## config.mk

```make
export PLATFORM = sky130hd
export DESIGN_NAME = vis_bank_ctrl_flat
export DESIGN_NICKNAME = d
export VERILOG_FILES = /design/src/rtl/vis_bank_pkg.sv /design/src/rtl/vis_bank_ctrl_if.sv /design/src/rtl/vis_skid.sv /design/src/rtl/vis_bank_ctrl.sv /design/src/flat_wrapper.sv
export SDC_FILE = /design/constraint.sdc
export NUM_CORES = 1
export LEC_CHECK = 0
export ABC_AREA = 1
export CAP_MARGIN = 0
export CORE_ASPECT_RATIO = 1.1
export CORE_UTILIZATION = 45
export DETAILED_ROUTE_END_ITERATION = 8
export GPL_TIMING_DRIVEN = 0
export PLACE_DENSITY = 0.77
export SLEW_MARGIN = 20
export SYNTH_ARGS = -nofsm -noshare
export SYNTH_HDL_FRONTEND = slang
export SYNTH_SLANG_ARGS = --single-unit
export TNS_END_PERCENT = 30
```

## constraint.sdc

```tcl
create_clock -name clk_i -period 3.8 [get_ports clk_i]
set_clock_uncertainty 0.2 [all_clocks]
set_input_delay 0.76 -clock clk_i [delete_from_list [all_inputs] [get_ports clk_i]]
set_output_delay 0.76 -clock clk_i [all_outputs]
set_load 0.1 [all_outputs]
```

## src/rtl/vis_bank_pkg.sv

```systemverilog
// Shared definitions for the visibility bank manager: default geometry,
// readout FSM encoding and a constant-width helper.
package vis_bank_pkg;

  localparam int BANKS_DEF = 16;
  localparam int WORDS_DEF = 576;
  localparam int ABITS_DEF = 10;
  localparam int WIDTH_DEF = 32;

  typedef enum logic [1:0] {
    ST_IDLE  = 2'd0,
    ST_READ  = 2'd1,
    ST_DRAIN = 2'd2
  } state_e;

  // Smallest r with 2**r >= value; sizes the bank index.
  function automatic int clog2(input int value);
    int r;
    r = 0;
    for (int i = 0; i < 31; i++) begin
      if ((1 << r) < value) r++;
    end
    return r;
  endfunction

endpackage

```

## src/rtl/vis_bank_ctrl_if.sv

```systemverilog
// Visibility-memory read port plus the valid/ready readout stream.
// The master side is the bank controller; the slave side is memory plus sink.
interface vis_bank_ctrl_if
  import vis_bank_pkg::*;
#(
  parameter int BBITS = clog2(BANKS_DEF),
  parameter int ABITS = ABITS_DEF,
  parameter int WIDTH = WIDTH_DEF
);

  logic                   rd_en_o;
  logic [BBITS+ABITS-1:0] rd_adr_o;
  logic [WIDTH-1:0]       rd_dat_i;
  logic [WIDTH-1:0]       dat_o;
  logic                   valid_o;
  logic                   ready_i;
  logic                   last_o;

  modport master (
    output rd_en_o, rd_adr_o, dat_o, valid_o, last_o,
    input  rd_dat_i, ready_i
  );

  modport slave (
    input  rd_en_o, rd_adr_o, dat_o, valid_o, last_o,
    output rd_dat_i, ready_i
  );

endinterface

```

## src/rtl/vis_skid.sv

```systemverilog
// Two-entry FIFO carrying {last, data} between the memory read port and the
// readout stream; the head entry drives registered valid/dat/last outputs.
module vis_skid
  import vis_bank_pkg::*;
#(
  parameter int WIDTH = WIDTH_DEF
) (
  input  logic             clk_i,
  input  logic             rst_ni,
  input  logic             push,
  input  logic             pop,
  input  logic [WIDTH-1:0] in_dat,
  input  logic             in_last,
  output logic [1:0]       entries,
  output logic             valid,
  output logic [WIDTH-1:0] dat,
  output logic             last
);

  logic [WIDTH-1:0] tail_dat;
  logic             tail_last;
  logic             tail_wr;

  // The tail is written when a push lands behind an entry that stays put.
  assign tail_wr = push && (((entries == 2'd1) && !pop) || ((entries == 2'd2) && pop));

  // NOTE: sequential state uses <= so every register samples pre-edge values.
  always_ff @(posedge clk_i or negedge rst_ni) begin
    if (!rst_ni) begin
      entries <= 2'd0;
      valid   <= 1'b0;
      dat     <= '0;
      last    <= 1'b0;
    end else begin
      case ({push, pop})
        2'b10: begin
          if (entries == 2'd0) begin
            dat   <= in_dat;
            last  <= in_last;
            valid <= 1'b1;
          end
          entries <= entries + 2'd1;
        end
        2'b01: begin
          dat     <= tail_dat;
          last    <= tail_last;
          valid   <= (entries == 2'd2);
          entries <= entries - 2'd1;
        end
        2'b11: begin
          if (entries == 2'd1) begin
            dat  <= in_dat;
            last <= in_last;
          end else begin
            dat  <= tail_dat;
            last <= tail_last;
          end
        end
        default: ;
      endcase
    end
  end

  // NOTE: tail storage has no reset; it is only read once entries says it holds data.
  always_ff @(posedge clk_i) begin
    if (tail_wr) begin
      tail_dat  <= in_dat;
      tail_last <= in_last;
    end
  end

endmodule

```

## src/rtl/vis_bank_ctrl.sv

```systemverilog
// Bus-domain bank manager: tracks completed visibility banks, hands the
// correlator its write bank, and streams the oldest bank out on request.
module vis_bank_ctrl
  import vis_bank_pkg::*;
#(
  parameter int BANKS = BANKS_DEF,
  parameter int BBITS = clog2(BANKS),
  parameter int WORDS = WORDS_DEF,
  parameter int ABITS = ABITS_DEF,
  parameter int WIDTH = WIDTH_DEF
) (
  input  logic             clk_i,
  input  logic             rst_ni,
  input  logic             swap_i,
  input  logic             clear_i,
  input  logic             fetch_i,
  output logic [BBITS-1:0] wbank_o,
  output logic             avail_o,
  output logic             overflow_o,
  output logic             busy_o,
  output logic             done_o,
  vis_bank_ctrl_if.master  bus
);

  localparam logic [BBITS-1:0] LEVEL_FULL = BBITS'(BANKS - 1);
  localparam logic [ABITS-1:0] LAST_WORD  = ABITS'(WORDS - 1);

  state_e           state_q, state_d;
  logic [BBITS-1:0] wbank_q, rbank_q, level_q, cur_q;
  logic [ABITS-1:0] word_q;
  logic             inflight_q, rd_last_q, overflow_q, done_q;

  logic             full, swap_ok, rd_en, start, rel, pop;
  logic [1:0]       entries;
  logic [2:0]       occ;

  assign full    = (level_q == LEVEL_FULL);
  assign swap_ok = swap_i && !full;
  assign pop     = bus.valid_o && bus.ready_i;

  always_comb begin
    // NOTE: defaults first so no path leaves a signal unassigned (no latch).
    state_d = state_q;
    rd_en   = 1'b0;
    start   = 1'b0;
    rel     = 1'b0;
    // Projected buffer fill once the in-flight read lands and this cycle's pop leaves.
    occ     = {1'b0, entries} + {2'b00, inflight_q} - {2'b00, pop};
    case (state_q)
      ST_IDLE: begin
        if (fetch_i && avail_o) begin
          start   = 1'b1;
          state_d = ST_READ;
        end
      end
      ST_READ: begin
        if (occ <= 3'd1) begin
          rd_en = 1'b1;
          if (word_q == LAST_WORD) state_d = ST_DRAIN;
        end
      end
      ST_DRAIN: begin
        if (pop && bus.last_o) begin
          rel     = 1'b1;
          state_d = ST_IDLE;
        end
      end
      default: state_d = ST_IDLE;
    endcase
  end

  always_ff @(posedge clk_i or negedge rst_ni) begin
    if (!rst_ni) begin
      state_q    <= ST_IDLE;
      cur_q      <= '0;
      word_q     <= '0;
      inflight_q <= 1'b0;
      rd_last_q  <= 1'b0;
    end else begin
      state_q    <= state_d;
      inflight_q <= rd_en;
      rd_last_q  <= rd_en && (word_q == LAST_WORD);
      if (start) begin
        cur_q  <= rbank_q;
        word_q <= '0;
      end else if (rd_en && (word_q != LAST_WORD)) begin
        word_q <= word_q + ABITS'(1);
      end
    end
  end

  // Fullness is judged on the pre-release level, so a full swap overflows
  // even when a bank is released in the same cycle.
  always_ff @(posedge clk_i or negedge rst_ni) begin
    if (!rst_ni) begin
      wbank_q    <= '0;
      rbank_q    <= '0;
      level_q    <= '0;
      overflow_q <= 1'b0;
      done_q     <= 1'b0;
    end else begin
      if (swap_ok) wbank_q <= wbank_q + BBITS'(1);
      if (rel)     rbank_q <= rbank_q + BBITS'(1);
      case ({swap_ok, rel})
        2'b10:   level_q <= level_q + BBITS'(1);
        2'b01:   level_q <= level_q - BBITS'(1);
        default: ;
      endcase
      if (swap_i && full) overflow_q <= 1'b1;
      else if (clear_i)   overflow_q <= 1'b0;
      done_q <= rel;
    end
  end

  vis_skid #(.WIDTH(WIDTH)) u_skid (
    .clk_i   (clk_i),
    .rst_ni  (rst_ni),
    .push    (inflight_q),
    .pop     (pop),
    .in_dat  (bus.rd_dat_i),
    .in_last (rd_last_q),
    .entries (entries),
    .valid   (bus.valid_o),
    .dat     (bus.dat_o),
    .last    (bus.last_o)
  );

  assign bus.rd_en_o  = rd_en;
  assign bus.rd_adr_o = {cur_q, word_q};
  assign wbank_o      = wbank_q;
  assign avail_o      = (level_q != '0);
  assign overflow_o   = overflow_q;
  assign busy_o       = (state_q != ST_IDLE);
  assign done_o       = done_q;

endmodule
```

## src/flat_wrapper.sv

```systemverilog
// flat-port wrapper written by rule: the top's interface ports become plain ports
module vis_bank_ctrl_flat import vis_bank_pkg::*;
#(
  parameter int BANKS = BANKS_DEF,
  parameter int BBITS = clog2(BANKS),
  parameter int WORDS = WORDS_DEF,
  parameter int ABITS = ABITS_DEF,
  parameter int WIDTH = WIDTH_DEF
)
  (clk_i, rst_ni, swap_i, clear_i, fetch_i, wbank_o, avail_o, overflow_o, busy_o, done_o, bus_rd_en_o, bus_rd_adr_o, bus_dat_o, bus_valid_o, bus_last_o, bus_rd_dat_i, bus_ready_i);
  vis_bank_ctrl_if #(.BBITS(BBITS), .ABITS(ABITS), .WIDTH(WIDTH)) bus_i ();
  input  logic clk_i;
  input  logic rst_ni;
  input  logic swap_i;
  input  logic clear_i;
  input  logic fetch_i;
  output logic [BBITS-1:0] wbank_o;
  output logic avail_o;
  output logic overflow_o;
  output logic busy_o;
  output logic done_o;
  output wire logic [$bits(bus_i.rd_en_o)-1:0] bus_rd_en_o;
  output wire logic [$bits(bus_i.rd_adr_o)-1:0] bus_rd_adr_o;
  output wire logic [$bits(bus_i.dat_o)-1:0] bus_dat_o;
  output wire logic [$bits(bus_i.valid_o)-1:0] bus_valid_o;
  output wire logic [$bits(bus_i.last_o)-1:0] bus_last_o;
  input wire logic [$bits(bus_i.rd_dat_i)-1:0] bus_rd_dat_i;
  input wire logic [$bits(bus_i.ready_i)-1:0] bus_ready_i;
  assign bus_rd_en_o = bus_i.rd_en_o;
  assign bus_rd_adr_o = bus_i.rd_adr_o;
  assign bus_dat_o = bus_i.dat_o;
  assign bus_valid_o = bus_i.valid_o;
  assign bus_last_o = bus_i.last_o;
  assign bus_i.rd_dat_i = bus_rd_dat_i;
  assign bus_i.ready_i = bus_ready_i;
  vis_bank_ctrl #(.BANKS(BANKS), .BBITS(BBITS), .WORDS(WORDS), .ABITS(ABITS), .WIDTH(WIDTH)) u_core (.clk_i(clk_i), .rst_ni(rst_ni), .swap_i(swap_i), .clear_i(clear_i), .fetch_i(fetch_i), .wbank_o(wbank_o), .avail_o(avail_o), .overflow_o(overflow_o), .busy_o(busy_o), .done_o(done_o), .bus(bus_i));
endmodule
```

-- Word level (Yosys, flattened, before mapping)
Cells that the tools add are included.
- add/subtract/negate cells: 9
- order comparisons: 1
- equal/unequal tests: 17
- muxes and demuxes: 25
- reduce and logical (&&, ||, !) cells: 25
- operator list (operator ; count):
    one-hot mux 32 bit (3 select lines) ; 1
    2-to-1 mux 32 bit ; 2
    2-to-1 mux 10 bit ; 2
    adder 4 x 1 -> 4 bit, second input constant ; 3
    2-to-1 mux 1 bit ; 11
    adder 10 x 1 -> 10 bit, second input constant ; 1
    == test 10 bit, second input constant ; 1
    == test 2 bit, second input constant ; 5
    logical AND 1 bit ; 10
    != test 10 bit, second input constant ; 1
    nonzero test 2 bit ; 5
    == test 2 x 1 -> 1 bit, second input constant ; 4
    2-to-1 mux 2 bit ; 4
    != test 2 x 1 -> 1 bit, second input constant ; 4
    one-hot mux 4 bit (2 select lines) ; 1
    one-hot mux 2 bit (3 select lines) ; 1
    == test 4 bit, second input constant ; 1
    zero test 2 bit ; 2
    one-hot mux 2 bit (2 select lines) ; 1
    AND reduction 2 bit ; 2
    AND reduction 4 bit ; 1
    nonzero test 4 bit ; 1
    subtractor 4 x 1 -> 4 bit, second input constant ; 1
    adder 2 x 1 -> 3 bit ; 1
    other kinds (10) ; 11
- bits in registers: 101
- bits of input ports: 38
- output and inout bits: 57
- logic and storage cells: 93

-- Depth between registers and ports, before layout
Gate-level depths: netlist of run 1.
- depth in word-level cells: 8
- depth in mapped cells: 14
- mapped depth without buffers: 14

-- Cells and area by module
A second synthesis of run 1 with hierarchy kept.
- cells, all modules: 510
- area total of the unflattened synthesis: 4754.6 um^2
- by module, submodules not included (module ; times used ; cells an instance ; area an instance (um^2) ; sequential area each (um^2)):
    vis_skid ; 1 ; 318 ; 3005.4 ; 1891.8
    vis_bank_ctrl ; 1 ; 192 ; 1749.2 ; 800.8

-- Worst setup path before layout of run 1
Ideal clock, no wire load.
- path kind: register to output
- start: reg u_core.u_skid.valid
- end: out bus_rd_en_o
- data arrival time: 3260 ps
- data required time: 2840 ps
- slack: -420 ps
- stages on the path, launching flop included: 10
- buffers on the path: 0
- path through: dfrtp_1 nand2_1 inv_1 ha_1 inv_1 ha_1 inv_1 fa_1 nand3_1 nor2_2
- longest elaborated chain between the ends: 5
- ends and longest elaborated chain (what ; line ; RTL):
    start, declared ; vis_skid.sv:15 ; output logic valid,
    start signal, assigned ; vis_skid.sv:47 ; valid <= (entries == 2'd2);
    logical AND 1 bit ; vis_bank_ctrl.sv:39 ; assign pop = bus.valid_o && bus.ready_i;
    subtractor 3 x 1 -> 3 bit ; vis_bank_ctrl.sv:48 ; occ = {1'b0, entries} + {2'b00, inflight_q} - {2'b00, pop};
    less-or-equal comparator 3 x 1 -> 1 bit ; vis_bank_ctrl.sv:57 ; if (occ <= 3'd1) begin
    2-to-1 mux 1 bit ; vis_bank_ctrl.sv:57 ;
    2-to-1 mux 1 bit ; vis_bank_ctrl.sv:49 ; case (state_q)
    end, declared ; flat_wrapper.sv:22 ; output wire logic [$bits(bus_i.rd_en_o)-1:0] bus_rd_en_o;
No other way between the ends.

-- Final worst setup path of run 1
- start: in bus_ready_i
- end: out bus_rd_en_o
- longest elaborated chain between the ends: 5
- ends and longest elaborated chain (what ; line ; RTL):
    start, declared ; flat_wrapper.sv:28 ; input wire logic [$bits(bus_i.ready_i)-1:0] bus_ready_i;
    logical AND 1 bit ; vis_bank_ctrl.sv:39 ;
    subtractor 3 x 1 -> 3 bit ; vis_bank_ctrl.sv:48 ;
    less-or-equal comparator 3 x 1 -> 1 bit ; vis_bank_ctrl.sv:57 ;
    2-to-1 mux 1 bit ; vis_bank_ctrl.sv:57 ;
    2-to-1 mux 1 bit ; vis_bank_ctrl.sv:49 ;
No other way between the ends.

==> run metrics, run 1 <==
run status=complete, no violations; Layout Area Growth over Synthesis=29.8%; class of the most critical hold timing path=in -> async; number of antenna violations at the first check in global routing=0; cells after synthesis=503; headroom to the max-slew limit=0.317; maximum fanout along the worst path=4; area of the mapped netlist=5140 sq um; Yosys top cell by area=dfrtp_1; total half-perimeter wirelength after legalization and detailed placement=7400 microns; worst flop-to-flop path endpoint=u_core.level_q[3]; antenna violation net count after detailed routing=0; Critical Path RT=2.84 ns; f_max=280 MHz; number of iterations in the first detailed-routing pass=4; global routing met1 resource utilization=0.241; Worst-path clk slew=0.07 ns; average wire per cell in the routed design=13.8 microns; startpoint of the most critical setup path=bus_ready_i; drt via density=4.78; commonest non-fill, non-tap cells in the layout=125 x inv_1, 91 x clkdlybuf4s50_1, 67 x dfrtp_1; net count of the mapped netlist=556; number of remaining DRC errors=0; die span in x=104 microns; clock sink count=101; largest net degree at the start of global routing=57; number of clock buffers inserted by TritonCTS=9; count of max-cap constraint violations=0; clock latency on the worst-skew pair=0.34 ns; cell count of the worst reg-to-reg path=16; arrival time of data at the critical path endpoint=2.61 ns; peak supply drop=610 uV; M3 GR Usage=0.0370; deepest level of the CTS H-tree=3; routability congestion estimate=0.839; Yosys reg bits=101; starting utilization of the core area=0.467; CTS tree=yes; Final min period=3.57 ns; Die Height=114 microns; unrepaired setup endpoints after global routing=no; worst reg-to-reg setup slack=1.03 ns; most common library cell in the layout ignoring fill and taps=inv_1; average size of a mapped cell=10.2 sq um; top cell type's share of synthesized area=0.331; setup ws final=0.232 ns; DRT iter0 DRCs=174; total negative slack=0 ns; core area=11000 sq um; met2 Track Usage GR=0.330; number of global-route vias before repair=3741; number of buffer cells added on primary ports=94; number of rows created at floorplan=40; first-pass GRT wire length=17900 microns; global-route usage over all layers=0.192; number of nets in the layout=670; sort of element at the start of the critical path=input port; count of final setup violators=0; Static Leak=0.00311 uW; CTS Root Buffer Type=clkbuf_16; critical setup path kind=in -> out; post-placement setup slack=-1.23 ns; measured slew at the worst slew-check pin=1.02 ns; Cell Pwr Density=381 nW/um^2; ratio of cells with drive above 1 in the final layout=0.243; final number of hold-violating endpoints=0; number of distinct library cells after synthesis=30; Ys Warns=0; Remaining Overflow, GRT=0; reg-to-reg critical path startpoint=u_core.u_skid.valid; Final Power=2540 uW; type of destination of the critical path=output port; final count of pins violating max slew=0; post-synthesis sequential area ratio=0.524; buffer depth of the longest clock path=2; vias after detailed routing=3683; total detailed-routing wirelength=10600 microns; I/O pin count=95; area of the die=11900 sq um; Synth area leaders=dfrtp_1 33%, edfxtp_1 19%, inv_1 9.2%; final worst path period share=0.939; busiest grt layer=met2
==> logic make-up (layout without fill, tap and decap cells) <==
kind of cell | after synthesis | in the layout | share of synthesized area
XOR/XNOR | 16 | 16 | 0.0273
flip-flops | 101 | 101 | 0.524
adder cells (fa/ha/maj) | 15 | 15 | 0.0394
buffers and inverters | 146 | 265 | 0.122
AO/OA/AOI/OAI | 87 | 87 | 0.154
AND/OR/NAND/NOR | 137 | 137 | 0.132
multiplexers | 1 | 1 | 0.00219
other | 0 | 1 | 0
==> where the power goes <==
group          internal, uW  switching [uW]
logic                   158             317
clock network           445             408
registers              1170            47.3
total                  1770             773
==> per-layer routing <==
metal  share of wire  up-vias
li1                -     1814
met1            0.44     1761
met2            0.50       93
met3           0.049       15
met4           0.016        0
met5               0        -
==> final cells by class <==
class / count / area (sq um)
Antenna cell: 1 / 2.50
Buffer: 15 / 133
Clock buffer: 10 / 229
Clock inverter: 6 / 36.3
Fill cell: 946 / 4340
Inverter: 131 / 492
Multi-Input combinational cell: 256 / 1860
Sequential cell: 101 / 2690
Tap cell: 147 / 184
Timing Repair Buffer: 103 / 1040
==> metrics by stage <==
stage               hold WS, ns  cell area, sq um   util  std cells
detailed placement        0.251              6320  0.574        746
global route             0.0647              6670  0.606        769
global placement          0.234              6270  0.569        744
finish                   0.0632              6670  0.606        770
floorplan                 0.225              5140      -        503
CTS                      0.0631              6670  0.606        769
==> Yosys cell counts <==
cell type  number
fa_1            2
inv_2           5
buf_4           3
nor2_1         13
buf_6           8
buf_2           4
or2_1           1
nor2_2          4
a21oi_4         1
nand2_1        54
nand3_1        25
o21ai_0         6
xor2_1          9
o22ai_2        30
mux2_2          1
nor2_4          2
inv_1         126
dfrtp_1        68
edfxtp_1       33
nand2_2        29
nand4_1         7
o21ai_1        13
o22ai_1         4
ha_1           13
o21ai_2        29
a21oi_1         3
xnor2_1         7
nand3_2         1
nand4_2         1
a21oi_2         1
==> worst max path at each step <==
| stage | end | slack (ns) | cells after the start |
|---|---|---|---|
| floorplan | bus_rd_en_o | 0.17 | 9 |
| global placement | bus_rd_en_o | -1.12 | 11 |
| detailed placement | bus_rd_en_o | -1.23 | 11 |
| CTS | bus_rd_en_o | 0.21 | 11 |
| global route | bus_rd_en_o | 0.13 | 12 |
| finish | bus_rd_en_o | 0.23 | 12 |
==> state kept, by name, summed over array words and instances (netlist names), 4 cells and up <==
register / cells
u_core.word_q: 10
u_core.wbank_o: 4
u_core.cur_q: 4
u_core.rbank_q: 4
u_core.level_q: 4
u_core.u_skid.tail_dat: 32
u_core.u_skid.dat: 32
==> what timing repair did <==
| action | CTS | global route |
|---|---|---|
| endpoints found under the setup margin | 1 | 0 |
| endpoints found under the hold margin | 0 | 0 |
| hold buffers | 0 | 0 |
| buffers inserted | 7 | 0 |
| gates resized for setup | 14 | 0 |
==> worst max-delay path, cell delays in order <==
cell	delay (ns)
dlygate4sd2_1	0.24
nand2_2	0.08
inv_2	0.05
ha_4	0.22
inv_1	0.06
ha_1	0.13
inv_1	0.06
fa_1	0.42
nand2_1	0.13
nand3_2	0.11
nor2_4	0.16
buf_12	0.18
Power figures use the tool's default switching activity.
==> run 2, diff against run 1 <==
Settings changed: SLEW_MARGIN 20 to 40.
==> run 2 against run 1 <==
Highest routed layer unchanged. Cell count fell by 0.39%. Critical path depth down 1. Worst setup slack gained 0.063 ns. Clock power increased by 14%. Register-to-register slack better by 0.05 ns. Via count is 0.30% lower. Core utilization fell by 2.0 points. Global-route usage down 0.69 points. Hold slack worse by 0.036 ns. Die area did not move. Total power up 3.7%. Sequential share of layout area up 1.4 points.
==> run metrics, run 2 (synthesis gave the netlist of run 1 again) <==
ratio of cells with drive above 1 in the final layout=0.337 (+0.0943); cts-stage hold buffer count=0 (unchanged); post-placement setup slack=-0.527 ns (+0.708 ns); average wire per cell in the routed design=13.7 microns (-0.76%); final number of hold-violating endpoints=0 (unchanged); Worst-path clk slew=0.07 ns (about the same); antenna violation net count after detailed routing=0 (unchanged); Static Leak=0.00309 uW (-0.89%); most common library cell in the layout ignoring fill and taps=inv_1; clock sink count=101 (unchanged); final worst hold slack=0.0268 ns (-0.0364 ns); number of clock buffers inserted by TritonCTS=9 (unchanged); number of nets in the layout=668 (-0.30%); cell count after placement=747 (+0.13%); CTS tree=yes; maximum fanout along the worst path=4 (unchanged); type of destination of the critical path=output port; CTS Root Buffer Type=clkbuf_16; part of the total power dissipated in combinational logic=0.171 (-0.016); number of buffer cells added on primary ports=94 (unchanged); total detailed-routing wirelength=10500 microns (-1.1%); number of iterations in the first detailed-routing pass=7 (+3); startpoint of the most critical setup path=bus_ready_i; commonest non-fill, non-tap cells in the layout=124 x inv_1, 67 x dfrtp_1, 60 x buf_2; global-route usage over all layers=0.185 (-0.00687); peak supply drop=652 uV (+6.8%); power share of the sequential group=0.460 (-0.018); buffer depth of the longest clock path=2 (unchanged); sort of element at the start of the critical path=input port; I/O pin count=95 (unchanged); critical setup path kind=in -> out; vias after detailed routing=3672 (-0.30%); count of max-cap constraint violations=0 (unchanged); routability congestion estimate=0.839 (unchanged); final worst path period share=0.922 (-0.0165); class of the most critical hold timing path=in -> async; registers with the highest flip-flop counts=u_core.u_skid.dat (32), u_core.u_skid.tail_dat (32), u_core.word_q (10); number of standard cells in the layout, taps in and fillers out=767 (-0.39%); setup ws final=0.295 ns (+0.0628 ns); die span in x=104 microns (unchanged); core occupancy in the finished layout=0.586 (-0.0200); count of final setup violators=0 (unchanged); first-pass GRT wire length=17300 microns (-3.5%); final count of pins violating max slew=0 (unchanged); area of the die=11900 sq um (unchanged); reg-to-reg critical path startpoint=u_core.u_skid.valid; share of total power in the clock network=0.369 (+0.034); run status=complete, no violations; total half-perimeter wirelength after legalization and detailed placement=7510 microns (+1.4%); deepest level of the CTS H-tree=3 (unchanged); switching part of the total=0.294 (-0.0103); f_max=285 MHz (+1.8%); core area=11000 sq um (unchanged); drt via density=4.79 (about the same); number of antenna violations at the first check in global routing=0 (unchanged); Layout Area Growth over Synthesis=25.5%; starting utilization of the core area=0.467 (unchanged); DRT iter0 DRCs=156 (-10%); Critical Path RT=2.84 ns (about the same); arrival time of data at the critical path endpoint=2.54 ns (-0.07 ns); Finished Cell Area=6450 sq um (-3.3%); largest net degree at the start of global routing=57 (unchanged); number of rows created at floorplan=40 (unchanged); unrepaired setup endpoints after global routing=no; total cell area at the placement stage=6050 sq um (-4.2%); internal cell power=1860 uW (+5.3%); count of antenna diodes in the layout=0 (-1); number of remaining DRC errors=0 (unchanged); clock latency on the worst-skew pair=0.35 ns (about the same); measured slew at the worst slew-check pin=0.508 ns (-0.514 ns); Die Height=114 microns (unchanged); Cell Pwr Density=409 nW/um^2 (+7.3%); Final min period=3.50 ns (-0.0628 ns); Remaining Overflow, GRT=0 (unchanged); headroom to the max-slew limit=0.664 (+0.347); net switching power=774 uW (+0.22%); number of global-route vias before repair=3617 (-3.3%)
==> run 2: power by group through the flow <==
| stage | clock [uW] | sequential [uW] | combinational [uW] |
|---|---|---|---|
| floorplan | 0 | 1390 | 169 |
| global placement | 0 | 1230 | 465 |
| detailed placement | 0 | 1230 | 457 |
| CTS | 986 | 1210 | 458 |
| global route | 1030 | 1220 | 480 |
| finish | 972 | 1210 | 452 |
==> run 2: worst max-delay path: stages <==
cell	delay [ns]
dlymetal6s2s_1	0.13
nand2_2	0.10
inv_2	0.06
ha_4	0.23
inv_1	0.06
ha_2	0.16
inv_2	0.04
fa_1	0.57
nand3_2	0.12
nor2_4	0.13
buf_12	0.18
==> run 2: final timing paths <==
check | slack [ns] | cells after the start | endpoint
setup / recovery | 0.30 | 11 | bus_rd_en_o
hold reg to reg | 0.26 | 0 | u_core.u_skid.tail_last
max in group asynchronous | 2.86 | 2 | u_core.u_skid.valid
setup reg to reg | 1.08 | 12 | u_core.word_q[0]
hold / removal | 0.03 | 1 | u_core.word_q[1]
min in group clk_i | 0.26 | 0 | u_core.u_skid.tail_last
==> run 2: repair_timing <==
item                       in CTS  in global routing
pin swaps                       4                  3
setup endpoints to repair       1                  1
gates resized for setup         8                  4
buffers inserted                2                  2
==> run 2: layout make-up <==
cell class	instances	area [sq um]
multi-input combinational	256	1860
fill	977	4560
clock buffer	13	303
clock inverter	3	20.0
inverter	131	492
timing repair buffer	101	762
buffer	15	133
tap	147	184
sequential	101	2690
==> run 2: routing by layer <==
| metal | global-route usage | up-vias | wire (microns) |
|---|---|---|---|
| li1 | - | 1805 | - |
| met1 | 0.235 | 1765 | 4550 |
| met2 | 0.313 | 89 | 5250 |
| met3 | 0.0330 | 13 | 524 |
| met4 | 0.0810 | 0 | 169 |
| met5 | 0 | - | 0 |
==> run 2: per-stage QoR <==
stage / setup TNS (ns) / total power (uW)
2_1_floorplan: 0 / 1560
3_3_place_gp: -70.62 / 1700
3_5_place_dp: -0.527 / 1690
4_1_cts: 0 / 2660
5_1_grt: 0 / 2740
6_report: 0 / 2640
